### config.mk
export PLATFORM = sky130hd
export DESIGN_NAME = activation_pipe
export DESIGN_NICKNAME = d
export VERILOG_FILES = /design/src/rtl/activation_pipe.sv
export SDC_FILE = /design/constraint.sdc
export NUM_CORES = 1
export LEC_CHECK = 0
export BUFFER_PORTS_ARGS = -buffer_cell sky130_fd_sc_hd__buf_4
export CAP_MARGIN = 20
export CELL_PAD_IN_SITES_DETAIL_PLACEMENT = 0
export CELL_PAD_IN_SITES_GLOBAL_PLACEMENT = 1
export CORE_ASPECT_RATIO = 1.75
export CORE_MARGIN = 4
export CORE_UTILIZATION = 30
export DETAILED_ROUTE_END_ITERATION = 8
export PLACE_DENSITY_LB_ADDON = 0.1
export SLEW_MARGIN = 0
export SYNTH_ARGS = -nofsm -noshare
export SYNTH_HDL_FRONTEND = slang
export SYNTH_SLANG_ARGS = --single-unit
### constraint.sdc
create_clock -name clk -period 13.5 [get_ports clk]
set_clock_uncertainty 0.1 [all_clocks]
set_input_delay 2.7 -clock clk [delete_from_list [all_inputs] [get_ports clk]]
set_output_delay 2.7 -clock clk [all_outputs]
set_load 0.05 [all_outputs]
### src/rtl/activation_pipe.sv
// activation_pipe: two-stage streaming activation over LANES IEEE-754 singles.
// Stage 1 captures the beat and its mode, stage 2 holds the activated result
// and drives the output port. Handshake contract (both sides): a beat moves
// across an interface on a rising edge where valid and ready are both high;
// valid never depends on ready, and a presented output beat holds its data
// stable until it is taken.
module activation_pipe #(
  parameter int          LANES      = 4,
  parameter int          LEAK_SHIFT = 3,
  parameter logic [31:0] CLAMP_BITS = 32'h40C00000
) (
  input  logic                  clk,
  input  logic                  rst,
  input  logic                  in_valid,
  output logic                  in_ready,
  input  logic [1:0]            in_mode,
  input  logic [32*LANES-1:0]   in_data,
  output logic                  out_valid,
  input  logic                  out_ready,
  output logic [32*LANES-1:0]   out_data,
  output logic [LANES-1:0]      out_zero_mask,
  output logic [31:0]           beat_count
);

  localparam int          W  = 32 * LANES;
  localparam logic [7:0]  LS = 8'(LEAK_SHIFT);
  localparam logic [31:0] QNAN     = 32'h7FC00000;
  localparam logic [31:0] NEG_ZERO = 32'h80000000;

  logic             s1_valid_q;
  logic [1:0]       s1_mode_q;
  logic [W-1:0]     s1_data_q;
  logic             s2_valid_q;
  logic [W-1:0]     s2_data_q;
  logic [LANES-1:0] s2_zmask_q;
  logic [31:0]      beat_cnt_q;

  logic             s1_adv;
  logic             s2_adv;
  logic [W-1:0]     res_d;
  logic [LANES-1:0] zmask_d;

  // Activation of a single lane. Positive floats order like unsigned
  // integers, so the clamp is a plain unsigned compare.
  function automatic logic [31:0] act_lane(input logic [31:0] x, input logic [1:0] mode);
    logic        s;
    logic [7:0]  e;
    logic [22:0] m;
    logic [31:0] r;
    s = x[31];
    e = x[30:23];
    m = x[22:0];
    r = x;
    if (mode != 2'd0 && e == 8'hFF && m != 23'd0) begin
      r = QNAN;
    end else begin
      case (mode)
        2'd1: r = s ? 32'd0 : x;
        2'd2: begin
          if (s) begin
            if (e == 8'hFF)   r = x;                       // -inf stays -inf
            else if (e > LS)  r = {1'b1, e - LS, m};       // exact scale by 2^-LEAK_SHIFT
            else              r = NEG_ZERO;                // would go denormal: flush
          end
        end
        2'd3: begin
          r = s ? 32'd0 : x;
          if (r > CLAMP_BITS) r = CLAMP_BITS;
        end
        default: r = x;
      endcase
    end
    return r;
  endfunction

  assign s2_adv   = !s2_valid_q || out_ready;
  assign s1_adv   = !s1_valid_q || s2_adv;
  assign in_ready = s1_adv;

  // Per-lane activation of the stage-1 beat and its zero flags.
  always_comb begin
    res_d   = '0;
    zmask_d = '0;
    for (int i = 0; i < LANES; i++) begin
      res_d[32*i +: 32] = act_lane(s1_data_q[32*i +: 32], s1_mode_q);
      zmask_d[i]        = (res_d[32*i +: 31] == 31'd0);
    end
  end

  // Stage 1: capture an accepted input beat.
  always_ff @(posedge clk or posedge rst) begin
    if (rst) begin
      s1_valid_q <= 1'b0;
      s1_mode_q  <= 2'd0;
      s1_data_q  <= '0;
    end else if (s1_adv) begin
      s1_valid_q <= in_valid;
      if (in_valid) begin
        s1_mode_q <= in_mode;
        s1_data_q <= in_data;
      end
    end
  end

  // Stage 2: capture the activated result; holds while stalled downstream.
  always_ff @(posedge clk or posedge rst) begin
    if (rst) begin
      s2_valid_q <= 1'b0;
      s2_data_q  <= '0;
      s2_zmask_q <= '0;
    end else if (s2_adv) begin
      s2_valid_q <= s1_valid_q;
      if (s1_valid_q) begin
        s2_data_q  <= res_d;
        s2_zmask_q <= zmask_d;
      end
    end
  end

  // Count completed output handshakes; wraps naturally at 2^32.
  always_ff @(posedge clk or posedge rst) begin
    if (rst) begin
      beat_cnt_q <= 32'd0;
    end else if (s2_valid_q && out_ready) begin
      beat_cnt_q <= beat_cnt_q + 32'd1;
    end
  end

  assign out_valid     = s2_valid_q;
  assign out_data      = s2_data_q;
  assign out_zero_mask = s2_zmask_q;
  assign beat_count    = beat_cnt_q;

endmodule

==> results by stage, run 1 <==
Run status:
- The flow ran to the end, and the final reports show no timing, DRC or antenna violations.

CTS:
- The maximum buffer depth of the clock tree is 3.
- The post-cts gate resize count is 0.
- The clock network latency to the later pin of the worst-skew pair is 0.57 ns.
- The clock tree from TritonCTS is yes.
- The TritonCTS buffer count is 30.
- The root cell of the clock tree is sky130_fd_sc_hd__clkbuf_16.
- The count of hold-fix buffers inserted at cts is 0.
- In this run the number of H-tree levels came out at 1.
- The post-CTS setup buffer count is 0.
- Clock-pin slew was measured on the worst setup and hold paths at 0.06 ns.
- The tree built by TritonCTS fans out to 296 sinks.

Setup path:
- Counting cells, the worst reg-to-reg path comes to 7.
- In this run the register-to-register setup slack is 9.87 ns.
- The capturing element type of the critical path is an output pin.
- The worst setup path is launched from a primary input.
- The critical path class is in2out.
- The end of the worst register-to-register path is out_zero_mask[0]$_DFFE_PP0P_.
- In this run the critical register-to-register path is launched from s1_data_q[23]$_DFFE_PP0P_.
- The required arrival time at the worst endpoint is 10.70 ns.
- Data on the critical path arrives at its endpoint at 3.31 ns.
- The maximum fanout count along the critical path is 4.

Timing:
- On the final layout, the worst hold slack is 0.3674 ns.
- Setup repair after global routing left no endpoint under its margin.
- Setup violations remaining at the end of the flow were counted as 0.
- Derived from the worst setup path, the maximum achievable clock frequency is 0.1637 GHz.
- The worst-case headroom to the max-slew limit is 28.09%.
- The worst path uses 45.25% of the clock period.
- The worst path needs 6.108 ns of the cycle, external delays included.
- The accumulated negative setup slack is 0 ns.
- The final count of hold timing violations is 0.
- The number of pins exceeding their max-slew limit in the final report is 0.
- The worst-margin pin slew is 1.079 ns.

Power:
- The share of power burned in the clock network is 28.8%.
- The sequential cell fraction of total power is 38.1%.
- The design internal power is 0.001956 W.
- The part of the total power dissipated in combinational logic is 33.1%.
- Summed over all cells, the static leakage comes to 7.882 nW.
- The switching part of the total power is 38.38%.
- The worst-case IR drop observed on VDD is 0.1062 mV.
- Dividing total power by cell area gives a power density of 181.2 nW/um^2.
- The net switching power of the design is 0.001219 W.

Floorplan:
- The initial utilization of the core area, before any placement, comes to 30.26%.
- The floorplan die height is 289.7 um.
- The total area inside the core boundary comes to 44980 sq um.
- The I/O pin count is 300.
- The die covers 48970 sq um.
- The width of the die is 169.0 um.
- The initialized floorplan defines 103 standard-cell rows.

Global route:
- The final global-route overflow total is 0.
- The first global-routing pass estimated 66950 um of wire.
- Global routing used 17.18% of the available tracks.
- The maximum number of pins on one net before global-route repair is 115.
- The number of antenna violations at the first check in global routing came to 1.
- The via count of the first global-routing pass was 11.38k.

Min path:
- The worst hold path begins at out_data[54]$_DFFE_PP0P_.
- The number of stages on the worst hold path is 2.
- The path class of the tightest hold or removal check is reg2reg.
- The worst min-delay path endpoint is out_data[54]$_DFFE_PP0P_.

Synthesis:
- The mapped netlist covers 13610 sq um.
- The prevailing post-synth register cell is sky130_fd_sc_hd__dfrtp_1.
- Each instance of the synthesized netlist takes up on average 11.20 sq um.
- In this run, synthesis inferred 0 flip-flops with an integrated enable.
- For this run, asynchronously set or reset flops after synthesis account for 100.0%.
- Yosys printed 0 warnings.
- The net count after synthesis is 1354.
- Counting flops and latches in the post-synthesis netlist gives 296.
- The cell accounting for the most synthesized area is sky130_fd_sc_hd__dfrtp_1.
- After synthesis, the netlist uses 78 different library cells.
- Sequential cells were found to cover 54.43% of the synthesized design area.
- Counting every instance in the synthesized netlist gives 1215.
- The area share of the largest cell type after synthesis is 54.43%.
- After synthesis, the cell types taking the most area are sky130_fd_sc_hd__dfrtp_1 54%, sky130_fd_sc_hd__mux2_2 11%, sky130_fd_sc_hd__a22o_1 4.2%.

Placement:
- The number of input and output port buffers inserted is 299.
- The weighted congestion reported at the end of routability-driven placement is 0.8253.
- The placed instances occupy a cell area of 16420 sq um.
- Summed over all nets, the half-perimeter wirelength after detailed placement is 31430 um.

Job:
- The max capacitance violation total is 0.

Cells and area:
- The top cell types in the final layout, fill and taps aside, are 314 x sky130_fd_sc_hd__buf_4, 296 x sky130_fd_sc_hd__dfrtp_1, 136 x sky130_fd_sc_hd__nand2_1.
- The finished cells cover 17520 sq um.
- The post-route netlist has 35.45% of its cells at a drive strength greater than 1.
- In the final design database the tool counted 1624 nets.
- The library cell used most frequently in the layout, excluding fill and tap cells, is sky130_fd_sc_hd__buf_4.
- The area overhead of the layout relative to synthesis is 28.77%.

Drt:
- The post-route antenna net violation count is 0.
- The routed layout has 10.83k vias.
- The number of violations reported at the end of detailed-routing iteration 0 is 609.
- The wire length reported by the detailed router is 43620 um.
- After detailed routing, the average wire length per cell comes to 20.90 um.
- The average vias per placed instance is 5.188.
- The remaining routing DRC violations is 0.
- The count of TritonRoute iterations in the first routing pass is 7.
[per-layer routing]
metal,wire length [um],GRT usage (%),vias up
li1,-,-,5037
met1,15840,18.71,5371
met2,23560,32.58,342
met3,2772,3.661,77
met4,1455,6.143,0
met5,0,0,-
[logic make-up after synthesis]
kind of cell	share of synthesized area (%)
AND/OR/NAND/NOR	13.58
AO/OA/AOI/OAI	15.42
adder cells (fa/ha/maj)	0.4597
flip-flops	54.43
multiplexers	11.24
buffers and inverters	2.547
XOR/XNOR	2.317
[area by class of cell]
type                       instances  area [sq um]
sequential                       296          7407
fill                            4486         27450
timing repair buffer             314          2357
tap                              577         721.9
inverter                          13         56.30
clock inverter                    15         187.7
clock buffer                      41         913.4
multi-input combinational        830          5877
antenna                            1         2.502
[critical path, stage by stage]
cell and delay, ns:
sky130_fd_sc_hd__buf_4 0.12, sky130_fd_sc_hd__nand3b_1 0.24, sky130_fd_sc_hd__buf_4 0.25
[metrics by stage]
| stage | total power, W | instances | setup WS (ns) | utilization [%] |
|---|---|---|---|---|
| after CTS | 0.003229 | 2086 | 7.400 | 38.95 |
| after global routing | 0.003339 | 2087 | 7.373 | 38.96 |
| after detailed placement | 0.002291 | 2030 | 7.403 | 36.51 |
| final | 0.003175 | 2087 | 7.392 | 38.96 |
| after floorplan | 0.001907 | 1215 | 2.524 | - |
| after global placement | 0.002283 | 2030 | 7.409 | 36.51 |
[flip-flops by register name, summed over array words and instances, names as in the netlist]
register       count
out_data         128
s1_data_q        128
beat_count        32
out_zero_mask      4
s1_mode_q          2
out_valid          1
s1_valid_q         1
[synth_stat cells (5+ instances only)]
cell type	number
sky130_fd_sc_hd__xnor2_1	21
sky130_fd_sc_hd__a31oi_1	15
sky130_fd_sc_hd__a221oi_1	7
sky130_fd_sc_hd__nor3_1	21
sky130_fd_sc_hd__clkbuf_1	62
sky130_fd_sc_hd__o21a_1	12
sky130_fd_sc_hd__xor2_1	15
sky130_fd_sc_hd__o211a_1	5
sky130_fd_sc_hd__and3_1	12
sky130_fd_sc_hd__nor4_1	20
sky130_fd_sc_hd__or2_2	9
sky130_fd_sc_hd__nand2b_1	10
sky130_fd_sc_hd__o41ai_1	6
sky130_fd_sc_hd__dfrtp_1	296
sky130_fd_sc_hd__o21ai_0	59
sky130_fd_sc_hd__ha_1	5
sky130_fd_sc_hd__a22o_1	65
sky130_fd_sc_hd__a21o_1	5
sky130_fd_sc_hd__o211ai_1	6
sky130_fd_sc_hd__nand2_1	138
sky130_fd_sc_hd__nor4_2	6
sky130_fd_sc_hd__and2_1	5
sky130_fd_sc_hd__buf_2	10
sky130_fd_sc_hd__or4_1	6
sky130_fd_sc_hd__or3_1	8
sky130_fd_sc_hd__o31ai_1	16
sky130_fd_sc_hd__inv_1	12
sky130_fd_sc_hd__nor2_1	63
sky130_fd_sc_hd__nand4_1	18
sky130_fd_sc_hd__mux2_2	135
sky130_fd_sc_hd__a21oi_1	30
sky130_fd_sc_hd__nand3_1	28
sky130_fd_sc_hd__o2111ai_1	5
[power groups by stage]
stage          sequential (W)  clock, W  combinational, W
6_report              0.00121  0.000914           0.00105
5_1_grt               0.00123  0.000986           0.00112
4_1_cts               0.00121  0.000951           0.00107
3_5_place_dp          0.00122         0           0.00107
3_3_place_gp          0.00122         0           0.00106
2_1_floorplan         0.00155         0          0.000354
[how the worst max path moves through the flow]
stage          startpoint                         to  slack [ns]  depth (start not counted)
6_report        out_ready                   in_ready        7.39                          3
5_1_grt         out_ready                   in_ready        7.37                          3
4_1_cts         out_ready                   in_ready        7.40                          3
3_5_place_dp    out_ready                   in_ready        7.40                          3
3_3_place_gp    out_ready                   in_ready        7.41                          3
2_1_floorplan         rst  beat_count[0]$_DFFE_PP0P_        2.52                          1
(Power assumes the default switching activity.)
==> run 2: changes to the inputs <==
==> constraint.sdc (replaced) <==
create_clock -name clk -period 5.06 [get_ports clk]
set_clock_uncertainty 0.1 [all_clocks]
set_input_delay 1.012 -clock clk [delete_from_list [all_inputs] [get_ports clk]]
set_output_delay 1.012 -clock clk [all_outputs]
set_load 0.05 [all_outputs]
==> run 2 against run 1 <==
Critical path depth is 3 higher. Combinational power increased to 2.7 times the previous value. Final cell count up 0.34%. Clock power increased to 2.8 times the previous value. Wire length is 0.66% higher. Sequential cell count stayed put.
==> results by stage, run 2 (synthesis gave the netlist of run 1 again) <==
CTS:
- The post-cts gate resize count is 0 (unchanged).
- TritonCTS built the clock tree.
- The maximum buffer depth of the clock tree is 3 (unchanged).
- The post-CTS setup buffer count is 0 (unchanged).
- The number of sinks driven by the clock tree is 296 (unchanged).
- The root buffer cell chosen for the clock tree is sky130_fd_sc_hd__clkbuf_16.
- The clock-pin slew on the worst setup and hold paths is 0.07 ns (about the same).
- The TritonCTS buffer count is 31 (+3.3%).
- The count of hold-fix buffers inserted at cts is 0 (unchanged).
- The H-tree depth came to 1 (unchanged).
- The clock network latency to the later pin of the worst-skew pair is 0.57 ns (about the same).

Placement:
- The weighted congestion reported at the end of routability-driven placement is 0.8746 (+6.0%).
- The placement-stage cell area is 16480 sq um (+0.36%).
- The number of input and output port buffers inserted is 299 (unchanged).
- The cell total after placement is 2035 (+0.25%).
- The placed wire-length estimate after detailed placement is 32240 um (+2.6%).

Timing:
- The final count of hold timing violations is 0 (unchanged).
- The final clock period utilization by the worst path is 64.95%.
- The worst-case headroom to the max-slew limit is 32.12% (+4.0 points).
- Derived from the worst setup path, the maximum achievable clock frequency is 0.3043 GHz.
- The worst-margin pin slew came to 1.018 ns (-0.06047 ns).
- The final critical-path required period is 3.287 ns.
- The accumulated negative setup slack was 0 ns (unchanged).
- The total of endpoints with negative setup slack in the final report came to 0 (unchanged).
- The worst hold slack is 0.3074 ns (-0.05996 ns).
- The number of pins exceeding their max-slew limit in the final report is 0 (unchanged).
- Setup repair after global routing left no endpoint under its margin.

Global route:
- The number of antenna violations at the first check in global routing is 1 (unchanged).
- The maximum number of pins on one net before global-route repair came to 113 (-1.7%).
- The total global-route track usage is 17.35% (+0.17 points).
- The via count of the first global-routing pass is 11.50k (+0.99%).
- The final global-route overflow total is 0 (unchanged).
- The first-pass GRT wire length is 67120 um (+0.26%).

Drt:
- The average vias per placed instance is 5.168 (-0.38%).
- The total via count in the routed design came to 10.82k (-0.046%).
- The count of TritonRoute iterations in the first routing pass is 5 (-2).
- The wire length reported by the detailed router is 43910 um (+0.66%).
- The post-route antenna net violation count is 0 (unchanged).
- The remaining routing DRC violations is 0 (unchanged).
- The wire length per cell after detailed routing is 20.97 um (+0.32%).
- The number of violations reported at the end of detailed-routing iteration 0 is 595 (-2.3%).

Setup path:
- The worst setup path is captured at a register.
- The nature of the critical path startpoint is a register.
- The required arrival time at the worst endpoint is 5.46 ns (-5.24 ns).
- The worst path arrival time is 3.69 ns (+0.38 ns).
- The cell count of the worst reg-to-reg path is 6 (-1).
- The worst setup path is of the reg2reg kind.
- The maximum fanout count along the critical path is 21 (+17).

Cells and area:
- The post-route cell area was 17650 sq um (+0.71%).
- The area taken by flip-flops and latches is 7407 sq um (unchanged).
- The post-layout instance count excluding filler cells came to 2094 (+0.34%).
- The final net count is 1630 (+0.37%).
- The library cells used most frequently in the layout, excluding fill and tap cells, are 317 x sky130_fd_sc_hd__buf_4, 296 x sky130_fd_sc_hd__dfrtp_1, 136 x sky130_fd_sc_hd__nand2_1.
- The number of inserted filler cells in the final layout is 4499 (+0.29%).
- The fraction of layout instances using a drive strength above 1 was 35.71% (+0.26 points).
- The area overhead of the layout relative to synthesis is 29.69%.
- The multi-input logic area is 5877 sq um (unchanged).
- The most frequent standard cell in the layout excluding fill and tap cells is sky130_fd_sc_hd__buf_4.

Floorplan:
- The I/O pin count is 300 (unchanged).
- The area of the placeable core is 44980 sq um (unchanged).
- The starting utilization of the core area was 30.26% (unchanged).
- The width of the die came to 169.0 um (unchanged).
- The floorplan die height is 289.7 um (unchanged).
- The die area is 48970 sq um (unchanged).
- The standard-cell row count is 103 (unchanged).

Power:
- The total power consumption of the routed design is 0.008622 W (+170%).
- The static power due to leakage is 7.913 nW (+0.38%).
- The peak supply drop came to 0.2665 mV (+150%).
- The power density of the placed cells was 488.5 nW/um^2 (+170%).

Min path:
- The class of the tightest hold or removal check is in2async.

Job:
- The max capacitance violation total was 0 (unchanged).

Run status:
- The run finished with clean final reports.
## run 2: cell count changes in the layout (fill, tap and decap cells not counted), sizes merged
| cell | delta |
|---|---|
| clkbuf | -7 |
| bufinv | +4 |
| inv | -2 |
| clkinvlp | +6 |
| buf | +5 |
| diode | +1 |
## run 2: power breakdown
part	internal, W	switching, W	leakage (nW)
logic	0.000952	0.00185	3.71
clock network	0.00158	0.00101	0.550
registers	0.00281	0.000418	3.65
## run 2: path summary, 6_finish.rpt
path / from / endpoint / slack (ns)
min in group clk: out_data[63]$_DFFE_PP0P_ / out_data[63]$_DFFE_PP0P_ / 0.37
worst max register to register: s1_data_q[89]$_DFFE_PP0P_ / out_data[72]$_DFFE_PP0P_ / 1.77
worst max-delay path: s1_data_q[89]$_DFFE_PP0P_ / out_data[72]$_DFFE_PP0P_ / 1.77
worst min-delay path: rst / out_data[116]$_DFFE_PP0P_ / 0.31
worst min register to register: out_data[63]$_DFFE_PP0P_ / out_data[63]$_DFFE_PP0P_ / 0.37
max in group asynchronous: rst / out_data[52]$_DFFE_PP0P_ / 3.55
## run 2: worst max-delay path: stages (launching register included)
cell                      delay, ns
sky130_fd_sc_hd__dfrtp_1       0.50
sky130_fd_sc_hd__nor4_1        0.61
sky130_fd_sc_hd__nand2_1       0.17
sky130_fd_sc_hd__nor4_1        0.60
sky130_fd_sc_hd__nand3_1       0.18
sky130_fd_sc_hd__a21oi_2       0.80
sky130_fd_sc_hd__a22o_1        0.24
## run 2: area by class of cell
cell class,count,share of cell area [%]
inverters,13,0.2978
well taps,577,4.091
multi-input cells,830,33.30
repair buffers,319,13.71
diodes,2,0.02836
clock buffers,34,4.630
flip-flops and latches,296,41.97
clock inverters,23,1.971
## run 2: routing by layer
layer / up-vias / share of wire, % / GRT usage, %
met5: - / 0 / 0
met4: 0 / 3.3 / 6.103
met3: 76 / 5.9 / 3.402
met2: 315 / 55 / 33.49
met1: 5386 / 36 / 18.61
li1: 5045 / - / -
## run 2: per-stage QoR
step                      utilization (%)  setup slack, ns
after global placement              36.64            1.804
final                               39.24            1.773
after floorplan                         -          0.01689
after detailed placement            36.64            1.721
after CTS                           39.23            1.709
after global routing                39.23            1.542
==> run 3: changes to the inputs <==
==> constraint.sdc (replaced) <==
create_clock -name clk -period 3.2 [get_ports clk]
set_clock_uncertainty 0.1 [all_clocks]
set_input_delay 0.64 -clock clk [delete_from_list [all_inputs] [get_ports clk]]
set_output_delay 0.64 -clock clk [all_outputs]
set_load 0.05 [all_outputs]
==> run 3 against run 2 <==
Via count is 0.57% higher. Final cell count is 1.8% higher. Combinational power is 65% higher. Count of clock-buffer cells in the layout is 9 higher. Clock power is 44% higher. Global-route usage is 0.36 points higher. First-iteration DRC count is 25% higher. Sequential cell count stayed put. Wire length is 1.5% higher. Register-to-register slack worse by 1.5 ns. Core utilization is 0.51 points higher. Critical path type unchanged. Critical endpoint is now out_zero_mask[3]$_DFFE_PP0P_. Largest power group unchanged.
==> results by stage, run 3 (synthesis gave the netlist of run 1 again) <==
Run status:
- The run finished with clean final reports.

Job:
- The max capacitance violation total came to 0 (unchanged).

Floorplan:
- The width of the die came to 169.0 um (unchanged).
- The I/O pin count is 300 (unchanged).
- The die area was 48970 sq um (unchanged).
- The starting utilization of the core area is 30.26% (unchanged).
- The standard-cell row count is 103 (unchanged).
- The area of the placeable core came to 44980 sq um (unchanged).
- The floorplan die height is 289.7 um (unchanged).

Global route:
- The number of antenna violations at the first check in global routing is 2 (+1).
- The via count of the first global-routing pass is 11.45k (-0.43%).
- The total global-route track usage came to 17.72% (+0.36 points).
- The final global-route overflow total is 0 (unchanged).
- The first-pass GRT wire length is 68440 um (+2.0%).
- The maximum number of pins on one net before global-route repair is 115 (+1.8%).

Min path:
- The tightest min-delay check is of the in2async type.

Placement:
- The number of input and output port buffers inserted is 299 (unchanged).
- The placed wire-length estimate after detailed placement is 32870 um (+1.9%).
- The weighted congestion reported at the end of routability-driven placement was 0.8520 (-2.6%).

Power:
- The power density of the placed cells came to 749.3 nW/um^2 (+53%).
- The static power due to leakage was 8.083 nW (+2.2%).
- The peak supply drop is 0.5153 mV (+93%).
- The total power consumption of the routed design was 0.01340 W (+55%).

Cells and area:
- The area overhead of the layout relative to synthesis is 31.38%.
- The top cell types in the final layout, fill and taps aside, are 350 x sky130_fd_sc_hd__buf_4, 296 x sky130_fd_sc_hd__dfrtp_1, 136 x sky130_fd_sc_hd__nand2_1.
- The fraction of layout instances using a drive strength above 1 is 36.73% (+1.0 points).
- The most frequent standard cell in the layout excluding fill and tap cells is sky130_fd_sc_hd__buf_4.
- The final net count is 1669 (+2.4%).

CTS:
- The clock-pin slew on the worst setup and hold paths is 0.06 ns (about the same).
- The maximum buffer depth of the clock tree is 3 (unchanged).
- The TritonCTS buffer count is 31 (unchanged).
- The post-CTS setup buffer count is 0 (unchanged).
- The post-cts gate resize count was 0 (unchanged).
- The count of hold-fix buffers inserted at cts was 0 (unchanged).
- The number of sinks driven by the clock tree is 296 (unchanged).
- CTS placed an instance of sky130_fd_sc_hd__clkbuf_16 at the clock tree root.
- The H-tree depth is 1 (unchanged).
- The clock network latency to the later pin of the worst-skew pair is 0.59 ns (+0.02 ns).
- TritonCTS built the clock tree.

Timing:
- The final clock period utilization by the worst path came to 91.97% (+27 points).
- The final critical-path required period is 2.943 ns (-0.3436 ns).
- The final count of hold timing violations is 0 (unchanged).
- The worst-margin pin slew is 0.7099 ns (-0.3082 ns).
- The total of endpoints with negative setup slack in the final report was 0 (unchanged).
- The worst-case headroom to the max-slew limit is 52.67% (+21 points).
- The number of pins exceeding their max-slew limit in the final report came to 0 (unchanged).
- The worst hold slack was 0.1367 ns (-0.1707 ns).
- The top achievable clock speed is 0.3398 GHz (+12%).
- The accumulated negative setup slack is 0 ns (unchanged).
- Setup repair after global routing left no endpoint under its margin.

Drt:
- The total via count in the routed design is 10.88k (+0.57%).
- The number of violations reported at the end of detailed-routing iteration 0 was 743 (+25%).
- The post-route antenna net violation count came to 0 (unchanged).
- The wire length per cell after detailed routing is 20.90 um (-0.31%).
- The wire length reported by the detailed router was 44550 um (+1.5%).
- The remaining routing DRC violations was 0 (unchanged).
- The average vias per placed instance came to 5.107 (-1.2%).
- The count of TritonRoute iterations in the first routing pass is 5 (unchanged).

Setup path:
- Walking the worst path, the cells encountered are nor3_1, a31oi_1, a21oi_1, or3b_2, a221oi_1, buf_4, and4_1, a32o_1.
- The slowest cell on the critical path is sky130_fd_sc_hd__nor3_1.
- The worst path arrival time was 3.37 ns (-0.32 ns).
- STA classifies the critical path startpoint as a register.
- The worst setup path is of the reg2reg kind.
- STA classifies the critical path endpoint as a register.
- The required arrival time at the worst endpoint was 3.62 ns (-1.84 ns).
- The highest cell delay on the worst timing path is 0.58 ns (-0.22 ns).
- The maximum fanout count along the critical path is 11 (-48%).
==> run 3: layout make-up <==
class                      instances  area (sq um)
antenna                            2         5.005
clock buffer                      43         860.8
clock inverter                    12         166.4
fill                            4476         27100
inverter                          13         52.55
multi-input combinational        830          5877
sequential                       296          7407
tap                              577         721.9
timing repair buffer             358          2788
==> run 3: path summary, 6_finish.rpt <==
| path | start | end | slack [ns] | depth (start not counted) |
|---|---|---|---|---|
| max | s1_data_q[121]$_DFFE_PP0P_ | out_zero_mask[3]$_DFFE_PP0P_ | 0.26 | 8 |
| min | rst | s1_data_q[120]$_DFFE_PP0P_ | 0.14 | 3 |
| max reg2reg | s1_data_q[121]$_DFFE_PP0P_ | out_zero_mask[3]$_DFFE_PP0P_ | 0.26 | 8 |
| min reg2reg | out_data[7]$_DFFE_PP0P_ | out_data[7]$_DFFE_PP0P_ | 0.38 | 2 |
| max in group asynchronous | rst | s1_data_q[44]$_DFFE_PP0P_ | 2.22 | 3 |
| min in group clk | in_valid | s1_valid_q$_DFFE_PP0N_ | 0.17 | 2 |
==> run 3: routing by layer <==
metal | track usage, % | part of all wire, %
met4 | 5.458 | 2.5
met3 | 3.593 | 5.8
met5 | 0 | 0
met1 | 19.32 | 36
met2 | 34.12 | 55
==> run 3: power by group <==
group	switching (W)	leakage, nW	internal, W	total (W)
clock network	0.00153	0.505	0.00219	0.00372
registers	0.000617	3.65	0.00445	0.00506
logic	0.00301	3.93	0.00160	0.00462
total	0.00516	8.08	0.00823	0.0134
==> run 3: critical path: cells and delay by family (launching register included) <==
family,cells,cell delay [ns]
and+or+nand+nor,3,1.22
DFF,1,0.50
AOI/OAI and AO/OA,4,0.86
buffers and inverters,1,0.19
==> run 3: per-stage QoR <==
stage	worst slack, ns	cell area [sq um]	std cells	util, %
4_1_cts	0.3004	17870	2129	39.74
5_1_grt	0.1425	17880	2131	39.75
6_report	0.2569	17880	2131	39.75
3_3_place_gp	0.2830	16850	2074	37.46
2_1_floorplan	-1.471	13610	1215	-
3_5_place_dp	0.3180	16850	2074	37.46
